[src/rtl/regfile_mp_pkg.sv]
// regfile_mp_pkg
// Shared declarations for the multi-port register file: the clear/ready
// state encoding used by the clear sequencer.
package regfile_mp_pkg;

    // CLEAR: storage is being zeroed one address per cycle; READY: idle, writes accepted
    typedef enum logic {
        ST_CLEAR = 1'b0,
        ST_READY = 1'b1
    } state_e;

endpackage

[src/rtl/regfile_mp_if.sv]
// regfile_mp_if
// Bus between decode/writeback (master) and the register file (slave).
// Signals:
//   clr_req  master->slave  one-cycle clear request (honoured while ready=1)
//   regwrite master->slave  write enable
//   wa, wd   master->slave  write address / data
//   ra       master->slave  packed read addresses, port i = ra[i*REGBITS +: REGBITS]
//   ready    slave->master  1 = idle, 0 = clearing
//   rd       slave->master  packed read data, port i = rd[i*WIDTH +: WIDTH]
//   wr_drop  slave->master  pulse: previous cycle's write was discarded
interface regfile_mp_if #(
    parameter int WIDTH   = 8,
    parameter int REGBITS = 3,
    parameter int NREAD   = 2
);
    logic                       clr_req;
    logic                       regwrite;
    logic [REGBITS-1:0]         wa;
    logic [WIDTH-1:0]           wd;
    logic [NREAD*REGBITS-1:0]   ra;
    logic                       ready;
    logic [NREAD*WIDTH-1:0]     rd;
    logic                       wr_drop;

    modport master (
        output clr_req, regwrite, wa, wd, ra,
        input  ready, rd, wr_drop
    );

    modport slave (
        input  clr_req, regwrite, wa, wd, ra,
        output ready, rd, wr_drop
    );
endinterface

[src/rtl/regfile_mp_clear_fsm.sv]
// regfile_mp_clear_fsm
// Clear sequencer: walks every address once after reset or on request,
// then reports ready. Also flags writes that arrive while not ready.
// Ports:
//   clk, reset_n    clock, synchronous active-low reset
//   i_clr_req       clear request (only honoured in READY)
//   i_regwrite      write enable from the bus (for drop detection)
//   o_ready         registered ready flag
//   o_wr_drop       registered pulse for a discarded write
//   o_clr_we        storage clear strobe for the current cycle
//   o_clr_addr      address being cleared
module regfile_mp_clear_fsm
    import regfile_mp_pkg::*;
#(
    parameter int REGBITS = 3
) (
    input  logic               clk,
    input  logic               reset_n,
    input  logic               i_clr_req,
    input  logic               i_regwrite,
    output logic               o_ready,
    output logic               o_wr_drop,
    output logic               o_clr_we,
    output logic [REGBITS-1:0] o_clr_addr
);
    // Last address is all ones, so the counter wraps naturally back to 0
    localparam logic [REGBITS-1:0] L_LAST = {REGBITS{1'b1}};
    localparam logic [REGBITS-1:0] L_ONE  = REGBITS'(1'b1);

    state_e             r_state;
    logic [REGBITS-1:0] r_clr_cnt;
    logic               r_ready;
    logic               r_wr_drop;

    // State, clear counter, ready flag and drop pulse
    always_ff @(posedge clk) begin
        if (!reset_n) begin
            r_state   <= ST_CLEAR;
            r_clr_cnt <= {REGBITS{1'b0}};
            r_ready   <= 1'b0;
            r_wr_drop <= 1'b0;
        end else begin
            r_wr_drop <= i_regwrite & ~r_ready;
            case (r_state)
                ST_CLEAR: begin
                    if (r_clr_cnt == L_LAST) begin
                        r_state   <= ST_READY;
                        r_clr_cnt <= {REGBITS{1'b0}};
                        r_ready   <= 1'b1;
                    end else begin
                        r_clr_cnt <= r_clr_cnt + L_ONE;
                    end
                end
                ST_READY: begin
                    if (i_clr_req) begin
                        r_state   <= ST_CLEAR;
                        r_clr_cnt <= {REGBITS{1'b0}};
                        r_ready   <= 1'b0;
                    end else begin
                        r_state   <= ST_READY;
                    end
                end
                default: begin
                    r_state   <= ST_CLEAR;
                    r_clr_cnt <= {REGBITS{1'b0}};
                    r_ready   <= 1'b0;
                end
            endcase
        end
    end

    // Reset itself must not touch storage, so the clear strobe is gated by reset_n
    assign o_clr_we   = reset_n & (r_state == ST_CLEAR);
    assign o_clr_addr = r_clr_cnt;
    assign o_ready    = r_ready;
    assign o_wr_drop  = r_wr_drop;

endmodule

[src/rtl/regfile_mp.sv]
// regfile_mp
// Multi-read-port register file with hardware clear, optional write-to-read
// bypass and a ready handshake. Register 0 always reads 0.
// Ports:
//   clk      single clock, all state updates on posedge
//   reset_n  synchronous active-low reset
//   bus      regfile_mp_if slave modport (clr_req, regwrite, wa, wd, ra -> ready, rd, wr_drop)
module regfile_mp
    import regfile_mp_pkg::*;
#(
    parameter int WIDTH   = 8,
    parameter int REGBITS = 3,
    parameter int NREAD   = 2,
    parameter bit BYPASS  = 1'b1
) (
    input  logic          clk,
    input  logic          reset_n,
    regfile_mp_if.slave   bus
);
    localparam int NREGS = 1 << REGBITS;

    logic [WIDTH-1:0]   r_regs [NREGS];
    logic               w_ready;
    logic               w_wr_drop;
    logic               w_clr_we;
    logic [REGBITS-1:0] w_clr_addr;
    logic               w_wr_en;

    regfile_mp_clear_fsm #(
        .REGBITS (REGBITS)
    ) u_clear_fsm (
        .clk        (clk),
        .reset_n    (reset_n),
        .i_clr_req  (bus.clr_req),
        .i_regwrite (bus.regwrite),
        .o_ready    (w_ready),
        .o_wr_drop  (w_wr_drop),
        .o_clr_we   (w_clr_we),
        .o_clr_addr (w_clr_addr)
    );

    // Writes to register 0 are dropped silently; they never count as a drop
    assign w_wr_en = w_ready & bus.regwrite & (bus.wa != {REGBITS{1'b0}});

    // Storage write mux; clear has priority (it is never active together with w_wr_en)
    always_ff @(posedge clk) begin
        if (w_clr_we) begin
            r_regs[w_clr_addr] <= {WIDTH{1'b0}};
        end else if (w_wr_en) begin
            r_regs[bus.wa] <= bus.wd;
        end else begin
            r_regs[w_clr_addr] <= r_regs[w_clr_addr];
        end
    end

    assign bus.ready   = w_ready;
    assign bus.wr_drop = w_wr_drop;

    for (genvar gi = 0; gi < NREAD; gi++) begin : g_rd
        logic [REGBITS-1:0] w_ra;
        logic [WIDTH-1:0]   w_rd;

        assign w_ra = bus.ra[gi*REGBITS +: REGBITS];

        // Per-port read mux: zero register and clearing read 0, then bypass, then storage
        always_comb begin
            w_rd = {WIDTH{1'b0}};
            if (w_ra == {REGBITS{1'b0}}) begin
                w_rd = {WIDTH{1'b0}};
            end else if (!w_ready) begin
                w_rd = {WIDTH{1'b0}};
            end else if (BYPASS && bus.regwrite && (bus.wa == w_ra)) begin
                w_rd = bus.wd;
            end else begin
                w_rd = r_regs[w_ra];
            end
        end

        assign bus.rd[gi*WIDTH +: WIDTH] = w_rd;
    end

endmodule

[src/flat_wrapper.sv]
// flat-port wrapper written by rule: the top's interface ports become plain ports
module regfile_mp_flat import regfile_mp_pkg::*;
#(
    parameter int WIDTH   = 8,
    parameter int REGBITS = 3,
    parameter int NREAD   = 2,
    parameter bit BYPASS  = 1'b1
)
  (clk, reset_n, bus_clr_req, bus_regwrite, bus_wa, bus_wd, bus_ra, bus_ready, bus_rd, bus_wr_drop);
  regfile_mp_if #(.WIDTH(WIDTH), .REGBITS(REGBITS), .NREAD(NREAD)) bus_i ();
  input  logic clk;
  input  logic reset_n;
  input wire logic [$bits(bus_i.clr_req)-1:0] bus_clr_req;
  input wire logic [$bits(bus_i.regwrite)-1:0] bus_regwrite;
  input wire logic [$bits(bus_i.wa)-1:0] bus_wa;
  input wire logic [$bits(bus_i.wd)-1:0] bus_wd;
  input wire logic [$bits(bus_i.ra)-1:0] bus_ra;
  output wire logic [$bits(bus_i.ready)-1:0] bus_ready;
  output wire logic [$bits(bus_i.rd)-1:0] bus_rd;
  output wire logic [$bits(bus_i.wr_drop)-1:0] bus_wr_drop;
  assign bus_i.clr_req = bus_clr_req;
  assign bus_i.regwrite = bus_regwrite;
  assign bus_i.wa = bus_wa;
  assign bus_i.wd = bus_wd;
  assign bus_i.ra = bus_ra;
  assign bus_ready = bus_i.ready;
  assign bus_rd = bus_i.rd;
  assign bus_wr_drop = bus_i.wr_drop;
  regfile_mp #(.WIDTH(WIDTH), .REGBITS(REGBITS), .NREAD(NREAD), .BYPASS(BYPASS)) u_core (.clk(clk), .reset_n(reset_n), .bus(bus_i));
endmodule
[config.mk]
export PLATFORM = sky130hd
export DESIGN_NAME = regfile_mp_flat
export DESIGN_NICKNAME = d
export VERILOG_FILES = /design/src/rtl/regfile_mp_pkg.sv /design/src/rtl/regfile_mp_if.sv /design/src/rtl/regfile_mp_clear_fsm.sv /design/src/rtl/regfile_mp.sv /design/src/flat_wrapper.sv
export SDC_FILE = /design/constraint.sdc
export NUM_CORES = 1
export LEC_CHECK = 0
export BUFFER_PORTS_ARGS = -buffer_cell sky130_fd_sc_hd__buf_2
export CORE_MARGIN = 4
export CORE_UTILIZATION = 40
export CTS_CLUSTER_DIAMETER = 150
export CTS_CLUSTER_SIZE = 12
export DETAILED_ROUTE_END_ITERATION = 6
export GPL_ROUTABILITY_DRIVEN = 0
export SLEW_MARGIN = 20
export SYNTH_ARGS = -nofsm -noshare
export SYNTH_HDL_FRONTEND = slang
export SYNTH_HIERARCHICAL = 1
export SYNTH_SLANG_ARGS = --single-unit
[constraint.sdc]
create_clock -name clk -period 2.2 [get_ports clk]
set_input_delay 0.22 -clock clk [delete_from_list [all_inputs] [get_ports clk]]
set_output_delay 0.22 -clock clk [all_outputs]
set_load 0.005 [all_outputs]
Yosys cells after proc, flatten, opt, wreduce, memory -nomap -nowiden
Memories as Yosys holds them, arrays and structs flattened.
Cells that the tools add are included.
{"block": "totals", "regBits": 6, "latch_bits": 0, "ramBits": 64, "mem_bits_ro": 0, "inputBits": 21, "output_inout_bits": 18, "elab_cells": 54, "memories": 1}
{"name": "u_core.r_regs", "words": 8, "word_bits": 8, "rd": 2, "rd_clocked_by_memory_dff": 0, "wr": 1, "line_no": "regfile_mp.sv:22", "text": "logic [WIDTH-1:0] r_regs [NREGS];"}
{"block": "classes", "n_addsub": 1, "n_mul": 0, "div": 0, "magnitude_cmp": 0, "eq_ne": 6, "shifts": 0, "n_mux": 27, "bitwise": 7, "n_reduce_logical": 8}
{"cell": "8-bit two-way mux", "n": 8}
{"cell": "1-bit two-way mux", "n": 13}
{"cell": "3-bit two-way mux", "n": 3}
{"cell": "8-bit OR reduction", "n": 1}
{"cell": "3-bit equality test", "n": 2}
{"cell": "3-bit logical NOT", "n": 2}
{"cell": "3-bit one-hot mux with 2 select lines", "n": 1}
{"cell": "1-bit AND", "n": 4}
{"cell": "2-bit inequality test (second input constant)", "n": 2}
{"cell": "1-bit one-hot mux with 2 select lines", "n": 2}
{"cell": "2-bit AND reduction", "n": 2}
{"cell": "3-bit by 1-bit adder with 3-bit output (second input constant)", "n": 1}
{"cell": "3-bit equality test (second input constant)", "n": 1}
{"cell": "3-bit nonzero test", "n": 1}
{"cell": "1-bit logical AND", "n": 2}
{"cell": "1-bit inverter", "n": 2}
{"cell": "0-bit inequality test", "n": 1}
{"cell": "1-bit OR", "n": 1}

Depth between registers and ports, before layout
Gate-level depths: netlist (run 1).
{"block": "depth", "ltp_word": 8, "mapped_depth": 6, "depth_no_buf": 4}

Cells and area by module
Netlist (run 1), hierarchy kept.
{"module": "regfile_mp", "n_inst": 1, "cells_per_inst": 203, "area_per_inst_um2": 3442.1, "seq_area_each_um2": 1921.8}
{"module": "regfile_mp_clear_fsm", "n_inst": 1, "cells_per_inst": 26, "area_per_inst_um2": 271.5, "seq_area_each_um2": 120.1}

Least setup slack after synthesis (run 1)
No wires, ideal clock.
{"block": "synth_timing", "path_kind": "reg2reg", "startpoint": "register u_core.u_clear_fsm.r_state", "endpoint": "memory u_core.r_regs[1][0] (enable)", "setup_time_ns": 0.383, "t_arrival_ns": 1.707, "t_required_ns": 1.817, "setup_slack_ns": 0.110, "stages_incl_launch_ff": 6, "path_buffers": 1, "period_less_slack_ns": 2.090, "path_cell_list": "dfxtp_1 -> buf_6 -> and2b_2 -> nor3_2 -> a21oi_1 -> nor3_1"}
{"block": "synth_via", "elab_chain_len": 7, "word_cells_on_any_way": 13, "classes_between": "mux (8); bitwise (3); reduce/logical (2)"}
{"item": "start, declared", "line_no": "regfile_mp_clear_fsm.sv:30", "text": "state_e r_state;"}
{"item": "start signal, assigned", "line_no": "regfile_mp_clear_fsm.sv:38", "text": "r_state <= ST_CLEAR;"}
{"item": "start signal, assigned", "line_no": "regfile_mp_clear_fsm.sv:47", "text": "r_state <= ST_READY;"}
{"item": "start signal, assigned", "line_no": "regfile_mp_clear_fsm.sv:56", "text": "r_state <= ST_CLEAR;"}
{"item": "1-bit inverter *"}
{"item": "1-bit AND *", "line_no": "regfile_mp_clear_fsm.sv:73", "text": "assign o_clr_we = reset_n & (r_state == ST_CLEAR);"}
{"item": "via u_core.w_clr_we", "line_no": "regfile_mp.sv:25", "text": "logic w_clr_we;"}
{"item": "1-bit two-way mux", "line_no": "regfile_mp.sv:47", "text": "if (w_clr_we) begin"}
{"item": "1-bit two-way mux (not written as such)", "line_no": "regfile_mp.sv:52", "text": "r_regs[w_clr_addr] <= r_regs[w_clr_addr];"}
{"item": "2-bit AND reduction (no source line)"}
{"item": "1-bit OR (no source line)"}
{"item": "1-bit two-way mux (no source line)"}
{"item": "end, declared", "line_no": "regfile_mp.sv:22"}
The timed path passes the listed nets; every way through them passes the cells marked *.

Worst setup path in the final report (run 1)
{"block": "layout_timing", "startpoint": "register u_core.u_clear_fsm.r_state", "endpoint": "memory u_core.r_regs[3][7] (enable)"}
The elaborated chain is that of the path after synthesis.

==> impl_metrics.json, run 1 <==
{
  "required_ns": 2.17,
  "antenna_cells": 0,
  "p_per_area_mw_per_mm2": 646,
  "dr_total_vias": 2293,
  "dieArea_mm2": 0.0109,
  "n_fill_cell": 762,
  "wirelength_mm": 8.74,
  "ys_ff_latch": 70,
  "first_global_vias": 2384,
  "path_max_fanout": 8,
  "antenna_found_initial": 0,
  "syn_area_mm2": 0.00371,
  "synthesis.nets": 252,
  "hpwl_mm": 6.11,
  "area_delta_synth_final_pct": 14.8,
  "drive_gt1_frac": 0.421,
  "r2r_slack_ns": 0.11,
  "row_count": 34,
  "nNetsFinal": 308,
  "drc": 0,
  "numPortBuffers": 38,
  "clockRootBuffer": "clkbuf_8",
  "max_freq_mhz": 479,
  "max_stage_delay_ns": 0.73,
  "finalCriticalPeriod_ns": 2.09,
  "grt_max_degree": 16,
  "syn_inst": 229,
  "worstSetupEndpointType": "flop",
  "cap_viol_max_count": 0,
  "p_leak_nw": 1.61,
  "ys_seq_area_frac": 0.550,
  "setup_viol": 0,
  "synth_ff_type": "edfxtp_1",
  "cp.arrival_ns": 2.05,
  "routedWlPerCell_um": 22.0,
  "hp-class": "input pin to flop",
  "fin_skew_ns": 0.00459,
  "cts_htree_levels": 3,
  "yosysWarnings": 6,
  "ioPinCount": 39,
  "final_cell_mix": "edfxtp_1 (64), buf_2 (38), mux4_2 (32)",
  "startpoint_type": "flop",
  "grt_pass1_wl_mm": 13.4,
  "path_clk_slew_ns": 0.08,
  "cts_hold_buffers": 0,
  "core_mm2": 0.00889,
  "utilization": 0.479,
  "cts.sinks": 70,
  "critical-path-slowest-cell": "nor2_1",
  "finalCritPeriodShare": 0.948,
  "grt_usage": 0.166,
  "crit_chain": "and2b_2 > buf_4 > or3_4 > a31oi_1 > nor2_1",
  "slew_headroom": 0.363,
  "vdd_drop_max_mv": 0.255,
  "critPathTopFamily": "simple AND/OR/NAND/NOR gates",
  "via_per_inst": 5.76,
  "clockBufferDepth": 2,
  "cts_tree": "done",
  "drt_iter0_drc": 190,
  "async_flop_share": 0,
  "start_util": 0.418,
  "tns_ns": 0,
  "synth-edff-count": 64,
  "first_pass_iters": 4,
  "path_class": "flop to flop",
  "clk_latency_ns": 0.34,
  "die_h_um": 104,
  "worstMarginPinSlew_ns": 0.949,
  "finalHoldViolations": 0,
  "ys_types": 35,
  "cts_buffers": 9,
  "critical_path_buf_inv_count": 1,
  "final_common_cell": "edfxtp_1",
  "drv_slew": 0,
  "syn_area_per_cell_um2": 16.2,
  "gr-total-overflow": 0,
  "die_w_um": 104,
  "ant_nets": 0,
  "outcome": "completed",
  "rsz0062_at_grt": "no"
}
==> tightest hold or removal path, stage by stage <==
cell and delay, ns:
buf_2 0.13, nand2_1 0.06, nor2_1 0.03
==> worst paths after layout <==
check,start,end,cells past startpoint
setup / recovery,u_core/u_clear_fsm/r_state,u_core/r_regs[3][7],5
hold / removal,bus_regwrite,u_core/u_clear_fsm/o_wr_drop,3
hold reg to reg,u_core/u_clear_fsm/o_clr_addr[2],u_core/u_clear_fsm/o_clr_addr[2],2
setup reg to reg,u_core/u_clear_fsm/r_state,u_core/r_regs[3][7],5
==> routing by layer <==
metal / track usage / share of wire / vias to the layer above
li1: - / - / 1042
met1: 0.223 / 0.43 / 1180
met2: 0.259 / 0.50 / 64
met3: 0.0323 / 0.056 / 7
met4: 0.0807 / 0.010 / 0
met5: 0 / 0 / -
==> state kept, by name, summed over array words and instances (netlist names) <==
register                       cells
u_core/r_regs                     64
u_core/u_clear_fsm/o_clr_addr      3
u_core/u_clear_fsm/o_ready         1
u_core/u_clear_fsm/o_wr_drop       1
u_core/u_clear_fsm/r_state         1
==> area by class of cell <==
class,count,area (um2),share of cell area
flip-flops and latches,70,2040,0.479
multi-input cells,140,1510,0.355
repair buffers,61,375,0.0881
well taps,108,135,0.0317
clock buffers,9,124,0.0291
clock inverters,7,61.3,0.0144
inverters,3,11.3,0.00264
==> repair_timing <==
item                                    4_1_cts  5_1_grt
buffers inserted                              0        0
hold endpoints to repair                      0        0
endpoints found under the setup margin        0       16
gates resized for setup                       0        2
==> stage by stage <==
stage                     instance area [um2]  cells  power [W]  setup WS (ns)  hold WS (ns)
final                                    4260    398    0.00275          0.114         0.141
after global routing                     4260    398    0.00287         0.0112         0.157
after CTS                                4260    398    0.00279         0.0410         0.126
after detailed placement                 4070    382    0.00182         0.0577         0.502
after global placement                   4070    382    0.00182         0.0862         0.497
after floorplan                          3710    229    0.00173          0.110         0.342
==> synth_stat cells (all sizes together), types with 5 or more instances <==
library cell  number  area (um2)
nand2              5        18.8
mux2i             16         160
and2               8        50.1
mux4              32         721
a211oi            16         120
nor3               5        40.0
buf               16         153
dfxtp              6         120
edfxtp            64        1920
nor2              25        93.8
xnor2              6        52.6
==> logic make-up (layout without fill, tap and decap cells) <==
kind of cell / after synthesis / in the layout / synth area share
buffers and inverters: 19 / 80 / 0.0441
AOI/OAI and AO/OA: 28 / 28 / 0.0600
DFF: 70 / 70 / 0.550
xor gates and xnor gates: 6 / 6 / 0.0142
muxes: 48 / 48 / 0.237
adders and majority gates: 2 / 2 / 0.00674
and+or+nand+nor: 56 / 56 / 0.0879
==> where the power goes <==
| part | total [W] | internal [W] | switching [W] |
|---|---|---|---|
| sequential | 0.00149 | 0.00147 | 0.0000208 |
| combinational | 0.000300 | 0.000146 | 0.000154 |
| clock | 0.000959 | 0.000432 | 0.000527 |
Power figures use the tool's default switching activity.
==> run 2, diff against run 1 <==
PLACE_DENSITY = 0.69   (was default)
==> run 2 against run 1 <==
  * Worst hold slack improved by 0.0053 ns
  * Sequential power about the same
  * Highest routed layer unchanged
  * Final cell count decreased by 0.50%
  * Die area unchanged
  * First-iteration DRC count decreased by 32%
  * Clock-buffer cell count unchanged
==> impl_metrics.json, run 2 (synthesized netlist as in run 1, its figures left out) <==
{
  "outcome": "completed",
  "critical-path-slowest-cell": "nor2_1",
  "crit_chain": "and2b_2 > nor4b_1 > a31oi_1 > nor2_1",
  "slew_headroom": 0.339,
  "routedWlPerCell_um": 21.3,
  "clockRootBuffer": "clkbuf_8",
  "first_global_vias": 2268,
  "cts_tree": "done",
  "hp-class": "input pin to flop",
  "cts.sinks": 70,
  "path_clk_slew_ns": 0.08,
  "tns_ns": 0,
  "startpoint_type": "flop",
  "p_leak_nw": 1.61,
  "finalCriticalPeriod_ns": 2.13,
  "max_freq_mhz": 471,
  "vdd_drop_max_mv": 0.282,
  "rsz0062_at_grt": "no",
  "worstSetupEndpointType": "flop",
  "grt_max_degree": 18,
  "largest_reg_flops": 64,
  "fin_cells": 396,
  "numPortBuffers": 38,
  "nNetsFinal": 306,
  "max_stage_delay_ns": 0.76,
  "clockBufferDepth": 2,
  "area_delta_synth_final_pct": 14.7,
  "drc": 0,
  "finalCritPeriodShare": 0.966,
  "final_common_cell": "edfxtp_1",
  "n_fill_cell": 750,
  "finalHoldViolations": 0,
  "dieArea_mm2": 0.0109,
  "hold_depth": 3,
  "required_ns": 2.16,
  "largest-register": "u_core/r_regs",
  "final_cell_mix": "edfxtp_1 (64), buf_2 (38), mux4_2 (32)",
  "worstMarginPinSlew_ns": 0.988,
  "cp.arrival_ns": 2.09,
  "drv_slew": 0,
  "cts_htree_levels": 3,
  "grt_usage": 0.159,
  "place_ws_ns": 0.0620,
  "gr-total-overflow": 0,
  "path_max_fanout": 8,
  "die_h_um": 104,
  "dr_total_vias": 2276,
  "path_class": "flop to flop",
  "setup_viol": 0,
  "antenna_cells": 0,
  "core_mm2": 0.00889,
  "hpwl_mm": 5.92,
  "ant_nets": 0,
  "drt_iter0_drc": 129,
  "cts_buffers": 9,
  "start_util": 0.418,
  "p_per_area_mw_per_mm2": 649,
  "fin_skew_ns": 0.00698,
  "placedCellCount": 380,
  "drive_gt1_frac": 0.413,
  "cap_viol_max_count": 0,
  "clk_latency_ns": 0.34,
  "fin_ws_ns": 0.0748,
  "first_pass_iters": 4,
  "cts_hold_buffers": 0,
  "row_count": 34,
  "ioPinCount": 39,
  "wirelength_mm": 8.45,
  "die_w_um": 104,
  "reg2reg_depth": 4,
  "antenna_found_initial": 0,
  "grt_pass1_wl_mm": 12.9,
  "via_per_inst": 5.75
}
==> run 2: final timing paths <==
kind	start	slack (ns)	endpoint
setup / recovery	u_core/u_clear_fsm/r_state	0.07	u_core/r_regs[5][7]
hold / removal	bus_regwrite	0.15	u_core/u_clear_fsm/o_wr_drop
setup reg to reg	u_core/u_clear_fsm/r_state	0.07	u_core/r_regs[5][7]
hold reg to reg	u_core/u_clear_fsm/o_clr_addr[2]	0.55	u_core/u_clear_fsm/o_clr_addr[2]
==> run 2: cell type report <==
type                            instances  area [um2]  area share
Clock buffer                            9         124      0.0291
Clock inverter                          7        65.1      0.0153
Inverter                                3        11.3     0.00264
Multi-Input combinational cell        140        1510       0.354
Sequential cell                        70        2040       0.479
Tap cell                              108         135      0.0317
Timing Repair Buffer                   59         373      0.0875
==> run 2: stage by stage <==
stage          total power, W   util  hold WS [ns]  cell area, um2
5_1_grt               0.00288  0.479         0.142            4260
4_1_cts               0.00279  0.479         0.140            4260
3_3_place_gp          0.00182  0.458         0.509            4070
2_1_floorplan         0.00173      -         0.342            3710
3_5_place_dp          0.00182  0.458         0.512            4070
6_report              0.00276  0.479         0.146            4260
==> run 2: power by group <==
group	internal (W)	switching [W]	total [W]
registers	0.00147	0.0000192	0.00149
logic	0.000143	0.000157	0.000301
clock network	0.000436	0.000535	0.000971
==> run 2: what timing repair did <==
item                                    4_1_cts  5_1_grt
endpoints found under the setup margin        0        8
endpoints found under the hold margin         0        0
gates resized for setup                       0        1
setup buffers                                 0        0
==> run 2: metal layers <==
metal  part of all wire  GRT usage  wire, um  vias to the layer above
li1                   -          -         -                     1044
met1               0.44      0.222      3720                     1132
met2               0.47      0.252      3980                       96
met3              0.082     0.0286       691                        4
met4             0.0070     0.0532        59                        0
met5                  0          0         0                        -
==> run 2: worst max-delay path, delay by kind of cell, from the launching register on <==
family	cells	cell delay, ns
AO/OA/AOI/OAI	1	0.09
flip-flops	1	0.33
AND/OR/NAND/NOR	3	1.33
==> run 3, diff against run 2 <==
--- a/config.mk
+++ b/config.mk
@@ -14,3 +14,3 @@
 export GPL_ROUTABILITY_DRIVEN = 0
-export PLACE_DENSITY = 0.69
+export PLACE_DENSITY = 0.67
 export SLEW_MARGIN = 20
==> constraint.sdc (replaced) <==
create_clock -name clk -period 2.6 [get_ports clk]
set_input_delay 0 -clock clk [delete_from_list [all_inputs] [get_ports clk]]
set_output_delay 0 -clock clk [all_outputs]
set_load 0.005 [all_outputs]
==> run 3 against run 2 <==
  * Cell area fell by 1.8%
  * Maximum frequency fell by 8.2%
  * Highest routed layer unchanged
  * Largest cell class unchanged
  * Critical endpoint is now u_core/r_regs[7][4]
  * Clock power fell by 23%
  * Combinational power fell by 19%
==> impl_metrics.json, run 3 (synthesized netlist as in run 1, its figures left out) <==
{
  "grt_pass1_wl_mm": 13.3,
  "finalCriticalPeriod_ns": 2.32,
  "outcome": "completed",
  "place_ws_ns": 0.316,
  "ioPinCount": 39,
  "cts_buffers": 9,
  "cts.sinks": 70,
  "tns_ns": 0,
  "hold_depth": 2,
  "drv_slew": 0,
  "dieArea_mm2": 0.0109,
  "max_freq_mhz": 432,
  "via_per_inst": 5.84,
  "n_fill_cell": 762,
  "cp.arrival_ns": 2.28,
  "drc": 0,
  "dr_total_vias": 2284,
  "slew_headroom": 0.334,
  "die_w_um": 104,
  "gr-total-overflow": 0,
  "finalHoldViolations": 0,
  "vdd_drop_max_mv": 0.327,
  "final_common_cell": "edfxtp_1",
  "crit_chain": "and2b_2 > nor4bb_1 > a31oi_1 > nor2_1",
  "finalCritPeriodShare": 0.891,
  "drt_iter0_drc": 140,
  "ctsResizeCount": 0,
  "cap_viol_max_count": 0,
  "path_max_fanout": 10,
  "die_h_um": 104,
  "clk_latency_ns": 0.35,
  "path_class": "flop to flop",
  "max_stage_delay_ns": 0.77,
  "grt_usage": 0.165,
  "startpoint_type": "flop",
  "critical-path-slowest-cell": "nor2_1",
  "largest-register": "u_core/r_regs",
  "cts_tree": "done",
  "final_cell_mix": "edfxtp_1 (64), buf_2 (38), mux4_2 (32)",
  "rsz0062_at_grt": "no",
  "first_global_vias": 2275,
  "nNetsFinal": 301,
  "wirelength_mm": 8.67,
  "area_delta_synth_final_pct": 12.7,
  "start_util": 0.418,
  "worstMarginPinSlew_ns": 0.996,
  "post-cts-setup-buffers": 0,
  "hp-class": "input pin to flop",
  "p_leak_nw": 1.57,
  "largest_reg_flops": 64,
  "routedWlPerCell_um": 22.2,
  "clockBufferDepth": 2,
  "fin_skew_ns": 0.00798,
  "core_mm2": 0.00889,
  "cts_htree_levels": 3,
  "fin_ws_ns": 0.284,
  "clockRootBuffer": "clkbuf_8",
  "hold_slack_ns": 0.164,
  "required_ns": 2.57,
  "antenna_cells": 0,
  "grt_max_degree": 19,
  "row_count": 34,
  "multi_input_area_mm2": 0.00151,
  "reg2reg_depth": 4,
  "antenna_found_initial": 0,
  "ff_latch_area_mm2": 0.00204,
  "drive_gt1_frac": 0.375,
  "first_pass_iters": 4,
  "p_per_area_mw_per_mm2": 539,
  "hpwl_mm": 5.92,
  "setup_viol": 0,
  "numPortBuffers": 38,
  "ant_nets": 0,
  "path_clk_slew_ns": 0.07,
  "worstSetupEndpointType": "flop",
  "r2r_slack_ns": 0.28
}
## run 3: changes by cell type in the layout (fill, tap and decap cells not counted), sizes merged
cell | before | now
buf | 59 | 49
clkbuf | 9 | 10
clkinv | 2 | 5
dlygate4sd3 | 0 | 5
inv | 7 | 3
## run 3: metrics by stage
stage | total power, W | util | area (um2) | std cells
finish | 0.00225 | 0.471 | 4190 | 391
global route | 0.00235 | 0.471 | 4190 | 391
CTS | 0.00227 | 0.471 | 4190 | 391
detailed placement | 0.00153 | 0.446 | 3970 | 370
global placement | 0.00152 | 0.446 | 3970 | 370
floorplan | 0.00146 | - | 3710 | 229
## run 3: cell type report
class                   instances  share of cell area
clock buffers                  10              0.0305
multi-input cells             140               0.360
clock inverters                 6             0.00927
inverters                       3             0.00269
well taps                     108              0.0323
repair buffers                 54              0.0771
flip-flops and latches         70               0.488
## run 3: worst paths after layout
check                                           startpoint                           end
worst min register to register  u_core/u_clear_fsm/o_ready  u_core/u_clear_fsm/o_wr_drop
worst min-delay path                             bus_wd[4]           u_core/r_regs[5][4]
worst max-delay path            u_core/u_clear_fsm/r_state           u_core/r_regs[7][4]
worst max register to register  u_core/u_clear_fsm/r_state           u_core/r_regs[7][4]
## run 3: worst max-delay path: cells and delay by family, from the launching register on
family,cells,cell delay [ns]
and+or+nand+nor,3,1.38
AOI/OAI and AO/OA,1,0.10
DFF,1,0.46
## run 3: repair_timing
item | in CTS | in global routing
hold buffers | 5 | 0
endpoints found under the setup margin | 0 | 0
endpoints found under the hold margin | 5 | 0
## run 3: power by group
group          switching (W)  leakage, nW  internal [W]
clock               0.000407       0.0837      0.000343
sequential         0.0000165        0.701       0.00125
combinational       0.000129        0.785      0.000114
total               0.000553         1.57       0.00170
## run 3: metal layers
layer	share of wire	GRT usage	routed length [um]
met1	0.41	0.228	3590
met2	0.49	0.265	4250
met3	0.085	0.0348	733
met4	0.011	0.0484	94
met5	0	0	0
